## src/rtl/control_seq_pkg.sv

```systemverilog
// Shared types and encodings for the control sequencer: state enum, datapath
// select encodings, RV32 opcode field values and abstract command opcodes.
package control_seq_pkg;

    typedef enum logic [3:0] {
        StFetch,
        StDecode,
        StExec,
        StMem,
        StMemWb,
        StWfi,
        StHalted,
        StAbsReg,
        StAbsExec,
        StAbsMem,
        StAbsDone
    } state_e;

    // addr_sel
    localparam logic [1:0] AddrPc   = 2'd0;
    localparam logic [1:0] AddrAlu  = 2'd1;
    // rd_sel
    localparam logic [1:0] RdAlu    = 2'd0;
    localparam logic [1:0] RdMem    = 2'd1;
    localparam logic [1:0] RdPc4    = 2'd2;
    localparam logic [1:0] RdCsr    = 2'd3;
    // alu_insel1
    localparam logic [1:0] Alu1Rs1  = 2'd0;
    localparam logic [1:0] Alu1Pc   = 2'd1;
    localparam logic [1:0] Alu1Zero = 2'd2;
    // alu_insel2
    localparam logic [1:0] Alu2Rs2  = 2'd0;
    localparam logic [1:0] Alu2Imm  = 2'd1;
    localparam logic [1:0] Alu2Four = 2'd2;

    // instr[6:2]
    localparam logic [4:0] OpcLoad    = 5'b00000;
    localparam logic [4:0] OpcMiscMem = 5'b00011;
    localparam logic [4:0] OpcOpImm   = 5'b00100;
    localparam logic [4:0] OpcAuipc   = 5'b00101;
    localparam logic [4:0] OpcStore   = 5'b01000;
    localparam logic [4:0] OpcOp      = 5'b01100;
    localparam logic [4:0] OpcLui     = 5'b01101;
    localparam logic [4:0] OpcBranch  = 5'b11000;
    localparam logic [4:0] OpcJalr    = 5'b11001;
    localparam logic [4:0] OpcJal     = 5'b11011;
    localparam logic [4:0] OpcSystem  = 5'b11100;
    localparam logic [2:0] F3Priv     = 3'b000;

    // Abstract commands (opcode) and flag bits (f3)
    localparam logic [4:0] AbsOpReg   = 5'b00000;
    localparam logic [4:0] AbsOpMem   = 5'b00010;
    localparam int unsigned AbsF3Exec  = 0;  // run one post-exec cycle
    localparam int unsigned AbsF3Write = 1;  // 1: debug -> core, 0: core -> debug
    localparam int unsigned AbsF3Csr   = 2;  // register access targets a CSR

endpackage

```

## src/rtl/control_seq_timeout.sv

```systemverilog
// Memory wait timer: counts enabled cycles, flags the MEM_TIMEOUT-th one.
// MEM_TIMEOUT = 0 disables expiry.
module control_seq_timeout #(
    parameter int unsigned MEM_TIMEOUT = 255
) (
    input  logic clk,
    input  logic rst_n,
    input  logic clr,
    input  logic en,
    output logic expired
);

    localparam int unsigned CntW = (MEM_TIMEOUT > 1) ? $clog2(MEM_TIMEOUT) : 1;
    localparam int unsigned Last = (MEM_TIMEOUT == 0) ? 0 : MEM_TIMEOUT - 1;

    logic [CntW-1:0] cnt_q, cnt_d;

    // Next count: clear has priority over counting.
    always_comb begin
        cnt_d = cnt_q;
        if (clr) begin
            cnt_d = '0;
        end else if (en) begin
            cnt_d = cnt_q + 1'b1;
        end
    end

    // Counter register, synchronous reset.
    always_ff @(posedge clk) begin
        if (!rst_n) begin
            cnt_q <= '0;
        end else begin
            cnt_q <= cnt_d;
        end
    end

    assign expired = (MEM_TIMEOUT != 0) && en && (cnt_q == CntW'(Last));

endmodule

```

## src/rtl/control_seq.sv

```systemverilog
// Multi-cycle control sequencer for the RV32 core: fetch/decode/execute,
// split memory beats, bounded memory wait, debug halt/resume and abstract
// commands. Optional single-step support with CONTROL_SEQ__SINGLE_STEP_EN.
module control_seq
    import control_seq_pkg::*;
#(
    parameter int unsigned MAX_BEATS   = 2,
    parameter int unsigned ABS_BURST_W = 4,
    parameter int unsigned MEM_TIMEOUT = 255,
    localparam int unsigned BeatW = (MAX_BEATS > 1) ? $clog2(MAX_BEATS) : 1,
    localparam int unsigned NeedW = $clog2(MAX_BEATS + 1)
) (
    input  logic                   clk,
    input  logic                   rst_n,
    input  logic [4:0]             opcode,
    input  logic [2:0]             f3,
    input  logic [NeedW-1:0]       beats_needed,
    input  logic                   mem_complete,
    input  logic                   exception,
    input  logic                   interrupt_pending,
    input  logic                   halt_req,
    input  logic                   resume_req,
    input  logic                   abstract,
    input  logic [ABS_BURST_W-1:0] abs_count,
`ifdef CONTROL_SEQ__SINGLE_STEP_EN
    input  logic                   step,
`endif
    output logic                   mem_read,
    output logic                   mem_write,
    output logic [BeatW-1:0]       beat_idx,
    output logic                   write_ir,
    output logic                   write_pc,
    output logic                   write_pc_ex,
    output logic                   write_rd,
    output logic                   write_csr,
    output logic [1:0]             addr_sel,
    output logic [1:0]             rd_sel,
    output logic [1:0]             alu_insel1,
    output logic [1:0]             alu_insel2,
    output logic                   abs_addr_inc,
    output logic                   abstract_write,
    output logic                   abstract_done,
    output logic                   bus_timeout,
    output logic                   halted,
    output logic                   retire
);

    state_e                 state_q, state_d;
    logic [BeatW-1:0]       beat_q, beat_d;
    logic [ABS_BURST_W-1:0] burst_q, burst_d;
    logic                   store_q, store_d;
    logic                   step_q, step_d;
    logic                   step_in;
    logic                   strobe_raw, tmo_en, tmo_clr, tmo_expired;
    logic                   trap, to_fetch, abs_state, last_beat, too_many;

`ifdef CONTROL_SEQ__SINGLE_STEP_EN
    assign step_in = step;
`else
    assign step_in = 1'b0;
`endif

    // Timer enable comes from state only, so expiry never loops back through outputs.
    assign strobe_raw = rst_n && (state_q inside {StFetch, StMem, StAbsMem});
    assign tmo_en     = strobe_raw && !mem_complete;
    assign tmo_clr    = (state_d != state_q) || mem_complete || tmo_expired;
    assign abs_state  = state_q inside {StHalted, StAbsReg, StAbsExec, StAbsMem, StAbsDone};
    assign last_beat  = (32'(beat_q) + 32'd1) >= 32'(beats_needed);
    assign too_many   = 32'(beats_needed) > MAX_BEATS;
    assign beat_idx   = beat_q;

    control_seq_timeout #(
        .MEM_TIMEOUT(MEM_TIMEOUT)
    ) u_timeout (
        .clk    (clk),
        .rst_n  (rst_n),
        .clr    (tmo_clr),
        .en     (tmo_en),
        .expired(tmo_expired)
    );

    // Next-state and output decode; outputs stay idle while reset is held.
    always_comb begin
        state_d        = state_q;
        beat_d         = beat_q;
        burst_d        = burst_q;
        store_d        = store_q;
        step_d         = step_q;
        mem_read       = 1'b0;
        mem_write      = 1'b0;
        write_ir       = 1'b0;
        write_pc       = 1'b0;
        write_pc_ex    = 1'b0;
        write_rd       = 1'b0;
        write_csr      = 1'b0;
        addr_sel       = AddrPc;
        rd_sel         = RdAlu;
        alu_insel1     = Alu1Rs1;
        alu_insel2     = Alu2Rs2;
        abs_addr_inc   = 1'b0;
        abstract_write = 1'b0;
        abstract_done  = 1'b0;
        bus_timeout    = 1'b0;
        halted         = 1'b0;
        retire         = 1'b0;
        trap           = 1'b0;
        to_fetch       = 1'b0;

        if (rst_n) begin
            unique case (state_q)
                StFetch: begin
                    mem_read = 1'b1;
                    if (mem_complete) begin
                        write_ir = 1'b1;
                        state_d  = StDecode;
                    end
                end
                StDecode: begin
                    store_d = (opcode == OpcStore);
                    case (opcode)
                        OpcLui, OpcAuipc, OpcJal, OpcJalr, OpcOp, OpcOpImm, OpcBranch,
                        OpcMiscMem: state_d = StExec;
                        OpcLoad, OpcStore: state_d = StMem;
                        // While stepping, WFI executes as a NOP.
                        OpcSystem: state_d = (f3 == F3Priv && !step_q) ? StWfi : StExec;
                        default: trap = 1'b1;  // illegal opcode
                    endcase
                end
                StExec: begin
                    write_pc = 1'b1;
                    retire   = 1'b1;
                    to_fetch = 1'b1;
                    case (opcode)
                        OpcLui: begin
                            alu_insel1 = Alu1Zero;
                            alu_insel2 = Alu2Imm;
                            write_rd   = 1'b1;
                        end
                        OpcAuipc: begin
                            alu_insel1 = Alu1Pc;
                            alu_insel2 = Alu2Imm;
                            write_rd   = 1'b1;
                        end
                        OpcJal: begin
                            alu_insel1 = Alu1Pc;
                            alu_insel2 = Alu2Imm;
                            rd_sel     = RdPc4;
                            write_rd   = 1'b1;
                        end
                        OpcJalr: begin
                            alu_insel2 = Alu2Imm;
                            rd_sel     = RdPc4;
                            write_rd   = 1'b1;
                        end
                        OpcOp: write_rd = 1'b1;
                        OpcOpImm: begin
                            alu_insel2 = Alu2Imm;
                            write_rd   = 1'b1;
                        end
                        OpcBranch: begin
                            alu_insel1 = Alu1Pc;
                            alu_insel2 = Alu2Imm;
                        end
                        OpcSystem: begin
                            if (f3 != F3Priv) begin
                                rd_sel    = RdCsr;
                                write_rd  = 1'b1;
                                write_csr = 1'b1;
                            end
                        end
                        default: ;
                    endcase
                end
                StMem: begin
                    addr_sel   = AddrAlu;
                    alu_insel2 = Alu2Imm;
                    mem_read   = !store_q;
                    mem_write  = store_q;
                    if (too_many) begin
                        trap = 1'b1;  // misaligned beyond bus splitting capability
                    end else if (mem_complete) begin
                        if (last_beat) begin
                            if (store_q) begin
                                write_pc = 1'b1;
                                retire   = 1'b1;
                                to_fetch = 1'b1;
                            end else begin
                                state_d = StMemWb;
                            end
                        end else begin
                            beat_d = beat_q + 1'b1;
                        end
                    end
                end
                StMemWb: begin
                    rd_sel   = RdMem;
                    write_rd = 1'b1;
                    write_pc = 1'b1;
                    retire   = 1'b1;
                    to_fetch = 1'b1;
                end
                StWfi: begin
                    if (halt_req) begin
                        state_d = StHalted;
                    end else if (interrupt_pending) begin
                        write_pc = 1'b1;
                        retire   = 1'b1;
                        to_fetch = 1'b1;
                    end
                end
                StHalted: begin
                    halted = 1'b1;
                    if (abstract) begin
                        burst_d = abs_count;
                        state_d = (opcode == AbsOpMem) ? StAbsMem : StAbsReg;
                    end else if (resume_req) begin
                        step_d  = step_in;
                        state_d = StFetch;
                    end
                end
                StAbsReg: begin
                    if (f3[AbsF3Write]) begin
                        write_csr = f3[AbsF3Csr];
                        write_rd  = !f3[AbsF3Csr];
                    end else begin
                        rd_sel         = f3[AbsF3Csr] ? RdCsr : RdAlu;
                        abstract_write = 1'b1;
                    end
                    if (f3[AbsF3Exec]) begin
                        state_d = StAbsExec;
                    end else begin
                        abstract_done = 1'b1;
                        state_d       = StHalted;
                    end
                end
                StAbsExec: begin
                    abstract_done = 1'b1;
                    state_d       = StHalted;
                end
                StAbsMem: begin
                    addr_sel  = AddrAlu;
                    mem_read  = !f3[AbsF3Write];
                    mem_write = f3[AbsF3Write];
                    if (tmo_expired) begin
                        bus_timeout = 1'b1;
                        mem_read    = 1'b0;
                        mem_write   = 1'b0;
                        state_d     = StAbsDone;
                    end else if (mem_complete) begin
                        abstract_write = !f3[AbsF3Write];
                        abs_addr_inc   = 1'b1;
                        if (burst_q == '0) begin
                            state_d = StAbsDone;
                        end else begin
                            burst_d = burst_q - 1'b1;
                        end
                    end
                end
                StAbsDone: begin
                    abstract_done = 1'b1;
                    state_d       = StHalted;
                end
                default: state_d = StFetch;
            endcase

            // Timeout outside abstract commands is handled as a trap.
            if (!abs_state && tmo_expired) begin
                bus_timeout = 1'b1;
                mem_read    = 1'b0;
                mem_write   = 1'b0;
                trap        = 1'b1;
            end
            if (!abs_state && exception) begin
                trap = 1'b1;
            end
            if (trap) begin
                write_rd    = 1'b0;
                write_csr   = 1'b0;
                mem_write   = 1'b0;
                write_ir    = 1'b0;
                write_pc    = 1'b0;
                retire      = 1'b0;
                write_pc_ex = 1'b1;
                to_fetch    = 1'b1;
            end
            // Instruction boundary: halt requests and single-step completion land here.
            if (to_fetch) begin
                state_d = (halt_req || step_q) ? StHalted : StFetch;
            end
            if (state_d == StHalted) begin
                step_d = 1'b0;
            end
            if (state_d != StMem) begin
                beat_d = '0;
            end
        end
    end

    // State and counter registers, synchronous active-low reset.
    always_ff @(posedge clk) begin
        if (!rst_n) begin
            state_q <= StFetch;
            beat_q  <= '0;
            burst_q <= '0;
            store_q <= 1'b0;
            step_q  <= 1'b0;
        end else begin
            state_q <= state_d;
            beat_q  <= beat_d;
            burst_q <= burst_d;
            store_q <= store_d;
            step_q  <= step_d;
        end
    end

endmodule

```

## config.mk

```make
export PLATFORM = sky130hd
export DESIGN_NAME = control_seq
export DESIGN_NICKNAME = d
export VERILOG_FILES = /design/src/rtl/control_seq_pkg.sv /design/src/rtl/control_seq_timeout.sv /design/src/rtl/control_seq.sv
export SDC_FILE = /design/constraint.sdc
export NUM_CORES = 1
export LEC_CHECK = 0
export CAP_MARGIN = 25
export CELL_PAD_IN_SITES_DETAIL_PLACEMENT = 1
export CELL_PAD_IN_SITES_GLOBAL_PLACEMENT = 1
export CORE_MARGIN = 2
export CORE_UTILIZATION = 39
export DETAILED_ROUTE_END_ITERATION = 16
export GPL_ROUTABILITY_DRIVEN = 0
export PLACE_DENSITY = 0.93
export SLEW_MARGIN = 20
export SYNTH_ARGS = -nofsm -noshare
export SYNTH_HDL_FRONTEND = slang
export SYNTH_SLANG_ARGS = --single-unit
```

## constraint.sdc

```tcl
create_clock -name clk -period 4.3 [get_ports clk]
set_input_delay 0.86 -clock clk [delete_from_list [all_inputs] [get_ports clk]]
set_output_delay 0.86 -clock clk [all_outputs]
set_load 0.02 [all_outputs]
```

==> metrics.yaml <==
status:
  outcome: "finished clean"
synthesis:
  synth_area_sq_um: 1880
  ys.warnings.count: 0
  synthAdderAreaFrac: 0.0332
  synthSimpleGateAreaFrac: 0.372
  synth_top_family_by_area: "simple AND/OR/NAND/NOR gates"
  synth_ff_type: "dfxtp_1"
  seq_area_frac_synth: 0.191
  synth_edf_count: 0
  synth_xor_area_frac: 0.0598
  synth_compound_area_frac: 0.255
  synth_largest_area_cell: "dfxtp_1"
  netlist.area_leader.share: 0.191
  synthTopCellsByArea: "dfxtp_1 19%, a21oi_1 5.1%, nor3_1 4.5%"
  async_reset_ff_frac: 0
  synth_cell_types: 68
  syn_avg_cell_area_sq_um: 7.38
  ys_seq_elements: 18
  muxShareOfSynthArea: 0.0106
  syn_inst: 255
floorplanning:
  rows: 25
  dieArea_sq_um: 5400
  die_h_um: 73.5
  die_x_um: 73.5
  io_pins: 44
  core_sq_um: 4690
  start_util: 0.401
min_path:
  min-delay-path-class: "reg2reg"
clock_network:
  holdBufCountCts: 0
  clock_path_buffers: 2
  cts_made_buffers: 3
  cts_root_buf: "clkbuf_8"
  clk_latency_ns: 0.26
  path_clk_slew_ns: 0.07
  cts_tree: "built"
  htree_levels: 1
  post_cts_buffers: 0
  cts.sinks: 18
power:
  ir_worst_vdd_mv: 0.185
  pwr-share-clk: 0.285
  switchingPower_mw: 0.164
  pwr-share-comb: 0.359
  power_leakage_nw: 0.946
  p_sw_frac: 0.332
  p_int_mw: 0.329
  powerDensity_nw_per_um2: 203
  pwr-share-seq: 0.356
grt:
  grt_usage: 0.237
  antenna_found_initial: 0
  grt_pass1_wl_um: 10100
  grt_pass1_vias: 2027
  gr-total-overflow: 0
  grt_max_degree: 19
sta:
  finalSetupViolations: 0
  worst_slack_ns: 0.133
  period_share: 0.969
  slew_viol_final: 0
  fmax_ghz: 0.240
  hold_violations: 0
  tightestPinTransition_ns: 0.620
  relSlewSlack: 0.586
  rsz0062_at_grt: "no"
  min_period_ns: 4.17
  holdWs_ns: 0.532
  fin_worst_skew_ns: 0.00576
setup_path:
  cp-start-kind: "input port"
  endpoint_kind: "output pin"
  worst-r2r-setup-slack_ns: 1.44
  arrival_ns: 3.31
  crit_type: "in2out"
  cp.required_ns: 3.44
  crit_path_max_fanout: 4
drt:
  via_per_inst: 5.99
  drcViolationCount: 0
  drt_wl_total_um: 6100
  wl_per_cell_um: 17.4
  ant_nets: 0
  num_vias: 2097
  first_pass_iters: 4
  drtIter0Drc: 122
final_layout:
  syn_to_final_growth_pct: 29.1
  final_core_util: 0.518
  drive_gt1_frac: 0.108
  most-common-layout-cells: "35 x clkdlybuf4s50_1, 22 x nor2_1, 20 x nand2_1"
  fin_cells: 350
  n_fill_cell: 601
  layout.nets: 324
  final_common_cell: "clkdlybuf4s50_1"
  antenna_cells: 0
run:
  maxCapViolations: 0
placement:
  dp_hpwl_um: 4750
  io_buffers: 41
  pre_cts_ws_ns: -0.00370
  dp.cells: 346
==> synthesized netlist by cell type (4+ instances only) <==
cell type  count
nand2_1       20
a31oi_1        4
nor3b_1        5
nor2b_1        4
buf_4          4
o21ai_0       12
and2_1         5
inv_1         11
xnor2_1        6
nand3_1       12
ha_1           5
nand2b_1       9
nor3_1        17
dfxtp_1       18
a21oi_1       19
clkbuf_1       8
nor2_1        22
xor2_1         5
==> sequential cells by signal, summed over array words and instances, names as in the netlist <==
name	flops
store_q	1
beat_idx	1
state_q	4
burst_q	4
u_timeout.cnt_q	8
==> worst paths after layout <==
check                       end  cells after the start        from
max                    write_pc                      7   opcode[2]
min                  burst_q[3]                      2  burst_q[3]
min reg2reg          burst_q[3]                      2  burst_q[3]
max reg2reg  u_timeout.cnt_q[4]                      9  state_q[3]
==> logic make-up (layout without fill, tap and decap cells) <==
family / Yosys count / in the layout
buffers and inverters: 29 / 69
xor gates and xnor gates: 12 / 12
and+or+nand+nor: 122 / 122
other: 1 / 2
adders and majority gates: 5 / 5
muxes: 2 / 2
DFF: 18 / 18
AOI/OAI and AO/OA: 66 / 66
==> metrics by stage <==
| step | setup TNS, ns | area, sq um | total power [mW] |
|---|---|---|---|
| after floorplan | 0 | 1890 | 0.291 |
| after global placement | 0 | 2360 | 0.349 |
| after detailed placement | -0.00370 | 2360 | 0.354 |
| after CTS | 0 | 2410 | 0.497 |
| after global routing | 0 | 2430 | 0.520 |
| final | 0 | 2430 | 0.493 |
==> power groups by stage <==
stage | clock network [mW] | logic [mW] | registers, mW
CTS | 0.146 | 0.175 | 0.175
detailed placement | 0 | 0.175 | 0.179
global placement | 0 | 0.170 | 0.179
finish | 0.140 | 0.177 | 0.176
global route | 0.151 | 0.192 | 0.176
floorplan | 0 | 0.115 | 0.176
==> worst max-delay path, stage by stage <==
cell and delay, ns:
clkdlybuf4s50_1 0.51, nand4bb_1 0.27, a21o_1 0.22, a221o_1 0.41, nor2_1 0.20, and3_1 0.21, clkdlybuf4s50_1 0.62
==> per-layer routing <==
layer | global-route usage | routed length (um) | vias to the layer above
met5 | 0 | 0 | -
met4 | 0.0364 | 69 | 0
met3 | 0.0384 | 271 | 8
met2 | 0.386 | 2870 | 61
met1 | 0.334 | 2890 | 1015
li1 | - | - | 1013
==> final cells by class <==
cell class / count / area [sq um] / area share
well taps: 54 / 67.6 / 0.0278
repair buffers: 54 / 519 / 0.214
multi-input cells: 209 / 1390 / 0.571
clock buffers: 4 / 55.1 / 0.0227
flip-flops and latches: 18 / 360 / 0.148
inverters: 11 / 41.3 / 0.0170
==> what timing repair did <==
action | in CTS | in global routing
pin swaps | 0 | 1
gates resized for setup | 1 | 6
endpoints found under the setup margin | 1 | 8
Note: power is estimated with default switching activity, not from simulation.
